[config.mk]
export PLATFORM = sky130hd
export DESIGN_NAME = instructie_sequencer
export DESIGN_NICKNAME = d
export VERILOG_FILES = /design/src/rtl/instructie_sequencer_pkg.sv /design/src/rtl/instructie_sequencer_lut.sv /design/src/rtl/instructie_sequencer.sv
export SDC_FILE = /design/constraint.sdc
export NUM_CORES = 1
export LEC_CHECK = 0
export BUFFER_PORTS_ARGS = -buffer_cell sky130_fd_sc_hd__buf_4
export CORE_MARGIN = 2
export CORE_UTILIZATION = 40
export DETAILED_ROUTE_END_ITERATION = 8
export PLACE_DENSITY_LB_ADDON = 0.05
export SLEW_MARGIN = 20
export SYNTH_ARGS = -nofsm -noshare
export SYNTH_HDL_FRONTEND = slang
export SYNTH_HIERARCHICAL = 1
export SYNTH_SLANG_ARGS = --single-unit
[constraint.sdc]
create_clock -name clock -period 4.8 [get_ports clock]
set_input_delay 0.24 -clock clock [delete_from_list [all_inputs] [get_ports clock]]
set_output_delay 0.24 -clock clock [all_outputs]
set_load 0.005 [all_outputs]
[src/rtl/instructie_sequencer_pkg.sv]
// Shared ISA definitions for the instructie sequencer: opcodes, ALU operation codes,
// FSM state encoding and the opcode decode record produced by the opcode LUT.
package instructie_sequencer_pkg;

  localparam logic [7:0] OPC_ADD_RR = 8'h01;
  localparam logic [7:0] OPC_ADD_RI = 8'h21;
  localparam logic [7:0] OPC_SUB_RR = 8'h02;
  localparam logic [7:0] OPC_SUB_RI = 8'h22;
  localparam logic [7:0] OPC_XOR    = 8'h03;
  localparam logic [7:0] OPC_OR     = 8'h04;
  localparam logic [7:0] OPC_AND    = 8'h05;
  localparam logic [7:0] OPC_NOT    = 8'h06;

  localparam logic [5:0] ALU_ADD = 6'b001000;
  localparam logic [5:0] ALU_SUB = 6'b010000;
  localparam logic [5:0] ALU_XOR = 6'b100000;
  localparam logic [5:0] ALU_OR  = 6'b000010;
  localparam logic [5:0] ALU_AND = 6'b000100;
  localparam logic [5:0] ALU_NOT = 6'b000001;

  typedef enum logic [2:0] {
    ST_IDLE,
    ST_READ_A,
    ST_LATCH_A,
    ST_READ_B,
    ST_LATCH_B,
    ST_EXEC,
    ST_WRITE,
    ST_DONE
  } seq_state_e;

  typedef struct packed {
    logic [5:0] alu_op;
    logic       uses_imm;
    logic       single_operand;
    logic       legal;
  } opc_decode_t;

  function automatic opc_decode_t make_decode(input logic [5:0] op, input logic imm,
                                              input logic single);
    opc_decode_t d;
    d.alu_op         = op;
    d.uses_imm       = imm;
    d.single_operand = single;
    d.legal          = 1'b1;
    return d;
  endfunction

endpackage

[src/rtl/instructie_sequencer_lut.sv]
// Combinational opcode decoder: maps an opcode to its ALU operation and operand shape.
// Unknown opcodes decode to all-zero, i.e. legal=0.
module instructie_opcode_lut
  import instructie_sequencer_pkg::*;
#(
  parameter int OPC_W = 8
) (
  input  logic [OPC_W-1:0] opcode_i,
  output opc_decode_t      decode_o
);

  always_comb begin
    decode_o = '0;
    case (opcode_i)
      OPC_W'(OPC_ADD_RR): decode_o = make_decode(ALU_ADD, 1'b0, 1'b0);
      OPC_W'(OPC_ADD_RI): decode_o = make_decode(ALU_ADD, 1'b1, 1'b0);
      OPC_W'(OPC_SUB_RR): decode_o = make_decode(ALU_SUB, 1'b0, 1'b0);
      OPC_W'(OPC_SUB_RI): decode_o = make_decode(ALU_SUB, 1'b1, 1'b0);
      OPC_W'(OPC_XOR):    decode_o = make_decode(ALU_XOR, 1'b0, 1'b0);
      OPC_W'(OPC_OR):     decode_o = make_decode(ALU_OR,  1'b0, 1'b0);
      OPC_W'(OPC_AND):    decode_o = make_decode(ALU_AND, 1'b0, 1'b0);
      OPC_W'(OPC_NOT):    decode_o = make_decode(ALU_NOT, 1'b0, 1'b1);
      default:            decode_o = '0;
    endcase
  end

endmodule

[src/rtl/instructie_sequencer.sv]
// Sequencer that runs one ALU instruction at a time: read operands, execute, write back, pulse done.
// Optional zero_flag output is enabled by defining SEQ_ZERO_FLAG_EN.
module instructie_sequencer
  import instructie_sequencer_pkg::*;
#(
  parameter int DATA_W  = 16,
  parameter int ADDR_W  = 4,
  parameter int OPC_W   = 8,
  parameter int ALUOP_W = 6
) (
  input  logic               clock,
  input  logic               reset_n,
  input  logic               instr_valid,
  output logic               instr_ready,
  input  logic [OPC_W-1:0]   instructie,
  input  logic [DATA_W-1:0]  argument1,
  input  logic [DATA_W-1:0]  argument2,
  output logic               done,
  output logic               illegal,
  output logic               rf_ce,
  output logic               rf_we,
  output logic [ADDR_W-1:0]  rf_addr,
  output logic [DATA_W-1:0]  rf_wdata,
  input  logic [DATA_W-1:0]  rf_rdata,
  output logic [DATA_W-1:0]  alu_a,
  output logic [DATA_W-1:0]  alu_b,
  output logic [ALUOP_W-1:0] alu_op,
  input  logic [DATA_W-1:0]  alu_result
`ifdef SEQ_ZERO_FLAG_EN
  ,
  output logic               zero_flag
`endif
);

  seq_state_e         state_q, state_d;
  opc_decode_t        dec;
  logic [ADDR_W-1:0]  arg_a_q;
  logic [DATA_W-1:0]  arg2_q;
  logic               use_imm_q, single_q, illegal_q;
  logic [DATA_W-1:0]  alu_a_q, alu_b_q, wdata_q;
  logic [ALUOP_W-1:0] alu_op_q;
  logic               unused_arg1_bits;

  assign unused_arg1_bits = ^argument1[DATA_W-1:ADDR_W];

  instructie_opcode_lut #(.OPC_W(OPC_W)) u_lut (
    .opcode_i (instructie),
    .decode_o (dec)
  );

  always_ff @(posedge clock or negedge reset_n) begin
    if (!reset_n) state_q <= ST_IDLE;
    else          state_q <= state_d;
  end

  // Register file strobes are decoded from state so reset drops them immediately.
  always_comb begin
    state_d     = state_q;
    instr_ready = 1'b0;
    done        = 1'b0;
    illegal     = 1'b0;
    rf_ce       = 1'b0;
    rf_we       = 1'b0;
    rf_addr     = '0;
    case (state_q)
      ST_IDLE: begin
        instr_ready = 1'b1;
        if (instr_valid) state_d = dec.legal ? ST_READ_A : ST_DONE;
      end
      ST_READ_A: begin
        rf_ce   = 1'b1;
        rf_addr = arg_a_q;
        state_d = ST_LATCH_A;
      end
      ST_LATCH_A: state_d = (use_imm_q || single_q) ? ST_EXEC : ST_READ_B;
      ST_READ_B: begin
        rf_ce   = 1'b1;
        rf_addr = arg2_q[ADDR_W-1:0];
        state_d = ST_LATCH_B;
      end
      ST_LATCH_B: state_d = ST_EXEC;
      ST_EXEC:    state_d = ST_WRITE;
      ST_WRITE: begin
        rf_ce   = 1'b1;
        rf_we   = 1'b1;
        rf_addr = arg_a_q;
        state_d = ST_DONE;
      end
      ST_DONE: begin
        done    = 1'b1;
        illegal = illegal_q;
        state_d = ST_IDLE;
      end
      default: state_d = ST_IDLE;
    endcase
  end

  always_ff @(posedge clock or negedge reset_n) begin
    if (!reset_n) begin
      arg_a_q   <= '0;
      arg2_q    <= '0;
      use_imm_q <= 1'b0;
      single_q  <= 1'b0;
      illegal_q <= 1'b0;
      alu_a_q   <= '0;
      alu_b_q   <= '0;
      alu_op_q  <= '0;
      wdata_q   <= '0;
    end else begin
      case (state_q)
        ST_IDLE: begin
          if (instr_valid) begin
            arg_a_q   <= argument1[ADDR_W-1:0];
            arg2_q    <= argument2;
            use_imm_q <= dec.uses_imm;
            single_q  <= dec.single_operand;
            illegal_q <= ~dec.legal;
            if (dec.legal) alu_op_q <= ALUOP_W'(dec.alu_op);
          end
        end
        ST_LATCH_A: begin
          alu_a_q <= rf_rdata;
          if (single_q)       alu_b_q <= '0;
          else if (use_imm_q) alu_b_q <= arg2_q;
        end
        ST_LATCH_B: alu_b_q <= rf_rdata;
        ST_EXEC:    wdata_q <= alu_result;
        default: ;
      endcase
    end
  end

`ifdef SEQ_ZERO_FLAG_EN
  logic zero_q;

  // Only legal instructions reach WRITE, so illegal ones leave the flag untouched.
  always_ff @(posedge clock or negedge reset_n) begin
    if (!reset_n)                 zero_q <= 1'b0;
    else if (state_q == ST_WRITE) zero_q <= (wdata_q == '0);
  end

  assign zero_flag = zero_q;
`endif

  assign rf_wdata = wdata_q;
  assign alu_a    = alu_a_q;
  assign alu_b    = alu_b_q;
  assign alu_op   = alu_op_q;

endmodule

Word level (Yosys, flattened, before mapping)
Cells that the tools add are included.

Word-level logic and storage cells: 50. Register bits after elaboration: 80. Bits of input ports: 75.

Equal/unequal tests: 17. Reduce and logical (&&, ||, !) cells: 8. Mux-type cells: 14. Bitwise logic cells: 1.

Operator list (number): $pmux W9 S8 (1); $mux W16 (2); $pmux W16 S2 (1); $eq A8 B3 Y1 const B (3); $pmux W3 S8 (1); $eq A8 B2 Y1 const B (2); $eq A8 B6 Y1 const B (2); $eq A3 B3 Y1 const B (4); $mux W3 (3); $eq A8 B1 Y1 const B (1); $pmux W4 S2 (1); $eq A3 B2 Y1 const B (2); $mux W1 (5); $reduce_and A2 Y1 (2); $eq A3 B1 Y1 const B (1); $logic_not A3 Y1 (1); $ne A3 B3 Y1 const B (1); $reduce_and A3 Y1 (1); $reduce_or A3 Y1 (1); $ne A2 B2 Y1 const B (1); $reduce_bool A2 Y1 (1); $reduce_or A2 Y1 (1); $logic_or A1 B1 Y1 (1); $not A1 Y1 (1).

Logic depth before layout (Yosys ltp)
Gate-level depths: netlist (run 1).

Word-level depth: 5. Gate-level depth with buffers: 6.

Modules after synthesis
Netlist (run 1), hierarchy kept.

By module, submodules not included: instructie_sequencer (instances 1, sequential area each 2001.9 um^2, cells an instance 222, area each 3445.8 um^2); instructie_opcode_lut (instances 1, sequential area each 0.0 um^2, cells an instance 18, area each 133.9 um^2).

Worst setup path after synthesis (run 1)
Ideal clock, no wire load.

Path type: in2reg. Start point: input port instructie[4]. End point: register alu_op_q[0] (netlist: alu_op[0]). Path slack: 2.800 ns. Arrival time: 1.875 ns. Data required time: 4.675 ns. Cell stages on the path: 5. Cells stage by stage: or4_4 -> buf_6 -> a2111oi_2 -> nand2_4 -> mux2_4.

RTL lines: from (decl) (line instructie_sequencer.sv:15) `input logic [OPC_W-1:0] instructie,`; to (signal assigned) (line instructie_sequencer.sv:118) `if (dec.legal) alu_op_q <= ALUOP_W'(dec.alu_op);`; to (decl) (line instructie_sequencer.sv:41) `logic [ALUOP_W-1:0] alu_op_q;`.

Worst setup path after layout (run 1)
Start point: register state_q[1]. End point: register alu_b_q[6] (netlist: alu_b[6]).

Word-level cells in the longest chain between the ends: 3. Elaborated cells on any way between the ends: 6.

RTL lines: from (decl) (line instructie_sequencer.sv:35) `seq_state_e state_q, state_d;`; from (signal assigned) (line instructie_sequencer.sv:53) `else state_q <= state_d;`; $eq A3 B2 Y1 or $eq A3 B3 Y1 (tied branches) (line instructie_sequencer.sv:110) `case (state_q)`; $ne A3 B3 Y1 (no source line) or $reduce_bool A2 Y1 (tied branches); $reduce_and A2 Y1 (no source line); to (signal assigned) (line instructie_sequencer.sv:124) `else if (use_imm_q) alu_b_q <= arg2_q;`; to (signal assigned) (line instructie_sequencer.sv:126) `ST_LATCH_B: alu_b_q <= rf_rdata;`; to (decl) (line instructie_sequencer.sv:40) `logic [DATA_W-1:0] alu_a_q, alu_b_q, wdata_q;`.

Several ways; a longest one is shown, not always the timed one. A chain may end at the register's enable or synchronous reset.

==> metrics.txt, run 1 <==
via count of the first global-routing pass=2376; RePlAce Congestion=0.793; share of power burned in registers=42.0%; endpoint type of the worst setup path=flop; fin util=between 50% and 60%; Data arrival, critical path=2470 ps; share of power burned in the clock network=16.9%; cell type contributing the most total cell area after synthesis=dfrtp_1; count of flip-flops with a built-in enable after synthesis=0; Clock H-tree levels=3; residual overflow from global routing=0; commonest cells in the netlist=80 x dfrtp_1, 50 x mux2_2, 16 x mux2_4, 14 x and2_1, 13 x a221o_1; Area growth, synth to finish=32.4%; setup repair after global routing missed its margin=no; Power per Cell Area=601 nW/um^2; leading cell type by number of instances after synthesis=dfrtp_1; top flip-flop cell by instance count after synthesis=dfrtp_1; clock tree root buffer cell=clkbuf_8; min Tclk post-route=2240 ps; required time of the worst setup path=5020 ps; HP Class=input port to flop; hold violation count in the final report=0; total of warnings raised by yosys=6; number of detailed-routing iterations run before antenna repair=4; largest vdd supply drop=approximately 260 uV; slowest stage cell on the critical path=nor3b_4; internal power component=1.98 mW; detailed-route via count=about 2400; reported max-cap violation count=0; count of standard-cell rows=34; Post-Route Setup TNS=0 ps; antenna diode instance count=0; Inserted Clock Buffers=9; chip width=98.6 um; Worst Max-Slew Pin Slew=857 ps; total die area=9720 sq um; Clk Latency, worst-skew pair=340 ps; number of sinks driven by the clock tree=80; fill count=780; post-route fraction of the period consumed by the critical path=a little under half; net count of the mapped netlist=315; drt drc=0; result of the run=finished, final reports clean; final setup fails=0; GRT Resource Usage Total=between 15 and 20%; post-synthesis cell count=240; post-synthesis sequential area ratio=between 50% and 60%; starting density of the core=about two fifths; number of vias per cell=~5; final number of max-transition violations=0; FFs w/ async S/R, synth=100%; final-stage net count=440; fraction of synthesized cell area taken by the top area cell type=55.9%; clock tree buffer depth=2; Pleak=2.29 nW; area of the multi-input gates=1430 sq um; average wire length per cell after detail routing=about 16 um; Floorplan Core Area=between 8000 and 9000 sq um; headroom to the max-slew limit=42.9%; First DRT Iteration DRCs=43; fraction of layout cells with a size suffix above 1=around 59%; final HPWL from detailed placement=between 5 and 6 mm; wire length of the first global-routing pass=~13 mm; post-CTS setup repair buffer count=0; fraction of power spent switching nets=30.5%; setup clock skew after layout=8.69 ps; mapped cell area=3580 sq um; sort of element at the start of the critical path=flop; Storage cell area=roughly 2000 sq um; combinational cell fraction of total power=41.1%; Total Wirelength=7.75 mm; pin count of the biggest net entering global routing=81; count of unique library cells instantiated by Yosys=36; largest stage delay on the critical path=about 780 ps; worst-path cell chain=nor3b_4 -> a31oi_4 -> a221o_1; leading post-synthesis cells by cell area=dfrtp_1 56%, mux2_2 16%, mux2_4 6.7%; Critical Setup Path Class=flop to flop; initial antenna violation count=0; net switching power=about 0.87 mW; count of buffers from port buffering=125; clock transition at the registers of the reported paths=80 ps; die outline height=98.6 um; worst-path fanout max=17; Post-DRT Antenna Nets=0; #FFs+latches synth=80; highest clock rate=445 MHz; count of boundary I/O pins=138; TritonCTS clock tree=done; average cell area after synthesis=14.9 sq um
## cell families (layout without fill, tap and decap cells)
logic type	Yosys count	after routing	share of synthesized area [%]
and+or+nand+nor	41	41	8.28
DFF	80	80	55.9
xor gates and xnor gates	1	1	0.245
muxes	71	71	23.8
buffers and inverters	19	148	4.05
AOI/OAI and AO/OA	28	28	7.65
## worst max-delay path: cells and delay by family (launching register included)
kind            cells  cell delay [ps]
flops               1              640
compound gates      2              690
simple gates        1              780
## metal layers
metal | global-route usage, % | share of wire, %
met1 | 22.9 | 48
met2 | 24.1 | 44
met3 | 5.67 | 7.5
met4 | 5.06 | 1.4
met5 | 0 | 0
## state kept, by name (all words and copies together) (netlist names), 3 cells and up
name and cells:
arg_a_q 4, alu_b 16, rf_wdata 16, state_q 3, alu_a 16, alu_op 6
arg2_q 16
## power groups by stage
stage / Clock (mW) / Combinational, mW / Sequential (mW)
2_1_floorplan: 0 / 0.736 / 1.15
3_3_place_gp: 0 / 1.17 / 1.20
3_5_place_dp: 0 / 1.19 / 1.21
4_1_cts: 0.497 / 1.20 / 1.20
5_1_grt: 0.525 / 1.28 / 1.24
6_report: 0.481 / 1.17 / 1.20
## cells in the final DEF, fill, tap and decap left out, drive strengths merged
cell	instances
dlygate4sd3	1
mux2	66
xnor2	1
a22oi	1
a221o	13
nand2b	4
nor4b	1
inv	5
o22ai	1
dfrtp	80
clkinv	4
nand2	3
clkbuf	9
o21ai	1
clkinvlp	1
mux2i	5
o2bb2ai	4
a21oi	2
bufinv	1
nor3b	2
nor3	6
nor4	2
and3	1
nor2b	4
a2111oi	2
o21ba	1
buf	127
and3b	1
or4	1
o211a	1
a31oi	1
o32ai	1
nor2	1
or3	1
and2	14
## final timing paths
path                                   startpoint                 endpoint  slack (ps)  depth (start not counted)
setup / recovery           state_q[1]$_DFFE_PN0P_     alu_b[6]$_DFFE_PN0P_        2560                          3
hold / removal                       argument2[5]    arg2_q[5]$_DFFE_PN0P_         120                          2
setup reg to reg           state_q[1]$_DFFE_PN0P_     alu_b[6]$_DFFE_PN0P_        2560                          3
hold reg to reg            arg2_q[14]$_DFFE_PN0P_   arg2_q[14]$_DFFE_PN0P_         510                          1
max in group asynchronous                 reset_n    use_imm_q$_DFFE_PN0P_        3770                          2
min in group asynchronous                 reset_n  rf_wdata[7]$_DFFE_PN0N_         500                          2
## final cells by class
| cell class | instances | area share [%] |
|---|---|---|
| Timing Repair Buffer | 128 | 20.4 |
| Clock buffer | 9 | 2.61 |
| Sequential cell | 80 | 42.2 |
| Multi-Input combinational cell | 141 | 30.2 |
| Tap cell | 108 | 2.85 |
| Inverter | 5 | 0.396 |
| Clock inverter | 6 | 1.29 |
## stage by stage
step / instances / power [mW] / setup WS (ps) / hold WS [ps] / cell area (sq um)
after floorplan: 240 / 1.89 / 2800 / -55.6 / 3580
after global placement: 461 / 2.38 / 2540 / 474 / 4540
after detailed placement: 461 / 2.41 / 2490 / 476 / 4540
after CTS: 476 / 2.89 / 2500 / 98.3 / 4730
after global routing: 477 / 3.05 / 2300 / 99.5 / 4740
final: 477 / 2.85 / 2560 / 120 / 4740
## repair_timing
| item | 4_1_cts | 5_1_grt |
|---|---|---|
| hold buffers | 0 | 1 |
| endpoints found under the hold margin | 0 | 26 |
| resized for setup | 0 | 0 |
Note: power is estimated with default switching activity, not from simulation.
==> run 2, diff against run 1 <==
clock period = 2.1 ns   (was 4.8 ns; I/O delays follow)
==> run 2 against run 1 <==
  * Clock power rose to 2.6 times the previous value
  * Flip-flop and latch count did not move
  * Sequential power rose by 130%
  * Combinational power rose by 150%
  * Critical path type is now flop to primary output
  * Largest power group is now combinational logic
==> metrics.txt, run 2 (synthesized netlist as in run 1, its figures left out) <==
result of the run=finished, final reports clean; endpoint type of the worst setup path=primary output; fill count=between 700 and 800; internal power component=4.78 mW; antenna diode instance count=0; clock transition at the registers of the reported paths=80 ps; number of cell instances on the worst register-to-register path=3; Worst Max-Slew Pin Slew=599 ps; Reg2Reg Capture Point=alu_b[11]$_DFFE_PN0P_; highest clock rate=519 MHz; average wire length per cell after detail routing=15.7 um; Critical Setup Path Class=flop to primary output; Floorplan Core Area=8720 sq um; via count of the first global-routing pass=2663; Area growth, synth to finish=50.4%; setup slack on the worst flop-to-flop path=290 ps; share of power burned in registers=39.5%; TritonCTS clock tree=done; total die area=9720 sq um; number of vias per cell=approximately 4.9; hold violation count in the final report=0; pin count of the biggest net entering global routing=42; detailed-route via count=2663; count of boundary I/O pins=138; fraction of power spent switching nets=30.1%; final HPWL from detailed placement=between 5 and 6 mm; largest vdd supply drop=511 uV; launching point of the worst reg2reg path=state_q[1]$_DFFE_PN0P_; final setup fails=0; worst-path fanout max=6; most common cell after layout, fill and taps aside=buf_4; highest-count cells in the layout ignoring fill and taps=136 x buf_4, 80 x dfrtp_1, 54 x dlygate4sd3_1, 50 x mux2_2, 16 x mux2_4; count of buffers from port buffering=125; setup clock skew after layout=8.97 ps; combinational cell fraction of total power=42.5%; reported max-cap violation count=0; residual overflow from global routing=0; Post-DRT Antenna Nets=0; GRT Resource Usage Total=17.9%; net switching power=2.06 mW; Power per Cell Area=between 1000 and 1500 nW/um^2; chip width=98.6 um; clock tree root buffer cell=clkbuf_8; count of standard-cell rows=34; RePlAce Congestion=0.787; setup repair after global routing missed its margin=no; Inserted Clock Buffers=9; share of power burned in the clock network=18.1%; Data arrival, critical path=1820 ps; initial antenna violation count=0; number of detailed-routing iterations run before antenna repair=4; Total Wirelength=8.49 mm; capturing instance or port of the critical path=rf_addr[1]; number of sinks driven by the clock tree=80; die outline height=98.6 um; final number of max-transition violations=0; Pleak=between 2 and 3 nW; post-route fraction of the period consumed by the critical path=91.8%; Clk Latency, worst-skew pair=350 ps; headroom to the max-slew limit=60.1%; Post-Route Setup TNS=0 ps; fraction of layout cells with a size suffix above 1=a little over half; First DRT Iteration DRCs=38; min Tclk post-route=1930 ps; wire length of the first global-routing pass=between 10 and 15 mm; drt drc=0; source of the critical timing path=state_q[0]$_DFFE_PN0P_; final hold slack=148 ps; required time of the worst setup path=2000 ps; Clock H-tree levels=3; post-CTS setup repair buffer count=0; HP Class=input port to async pin; final-stage net count=503; sort of element at the start of the critical path=flop; clock tree buffer depth=2; starting density of the core=just over 40%
## run 2: cell types whose count changed in the layout (fill, tap and decap cells not counted), sizes merged
cell | before | now
clkbuf | 9 | 11
clkinv | 4 | 2
buf | 127 | 137
bufinv | 1 | 2
dlygate4sd3 | 1 | 54
## run 2: metal layers
| layer | routed length, um | vias to the layer above | GRT usage, % |
|---|---|---|---|
| li1 | - | 1252 | - |
| met1 | 3910 | 1319 | 23.5 |
| met2 | 3990 | 81 | 28.8 |
| met3 | 454 | 11 | 4.11 |
| met4 | 142 | 0 | 7.59 |
| met5 | 0 | - | 0 |
## run 2: worst min-delay path by stage
| stage | cells past startpoint | startpoint | to | slack (ps) |
|---|---|---|---|---|
| after global routing | 2 | reset_n | rf_wdata[7]$_DFFE_PN0N_ | 140 |
| after CTS | 2 | reset_n | rf_wdata[7]$_DFFE_PN0N_ | 120 |
| after global placement | 1 | reset_n | rf_wdata[7]$_DFFE_PN0N_ | -30 |
| after detailed placement | 1 | reset_n | rf_wdata[7]$_DFFE_PN0N_ | -20 |
| final | 2 | reset_n | rf_wdata[7]$_DFFE_PN0N_ | 150 |
| after floorplan | 0 | reset_n | alu_a[0]$_DFFE_PN0N_ | -190 |
## run 2: through the flow
stage	instances	util, %	worst slack (ps)	area [sq um]	power [mW]
6_report	541	61.8	173	5390	6.85
5_1_grt	541	61.8	49.1	5390	7.28
4_1_cts	541	61.7	84.1	5380	6.92
3_5_place_dp	471	53.1	219	4630	5.59
3_3_place_gp	471	53.1	225	4630	5.51
2_1_floorplan	240	-	235	3580	4.31
## run 2: power by group through the flow
stage               logic [mW]  clock network [mW]  registers [mW]
CTS                       2.95                1.27            2.70
global route              3.15                1.33            2.80
floorplan                 1.68                   0            2.63
detailed placement        2.85                   0            2.73
global placement          2.81                   0            2.70
finish                    2.91                1.24            2.70
## run 2: critical path: stages (launching register included)
cell and delay (ps):
dfrtp_1 510, buf_4 210, nand2b_1 200, nor2_2 230
o2bb2ai_1 170, buf_4 140
## run 2: area by class of cell
class | instances | area, sq um | share of cell area (%)
sequential | 80 | 2000 | 37.2
timing repair buffer | 191 | 1580 | 29.4
multi-input combinational | 141 | 1440 | 26.6
tap | 108 | 135 | 2.51
clock buffer | 11 | 131 | 2.44
clock inverter | 5 | 81.3 | 1.51
inverter | 5 | 18.8 | 0.349
## run 2: repair_timing
item	in CTS	in global routing
setup endpoints to repair	0	4
hold endpoints to repair	133	0
hold buffers	54	0
resized for setup	0	1
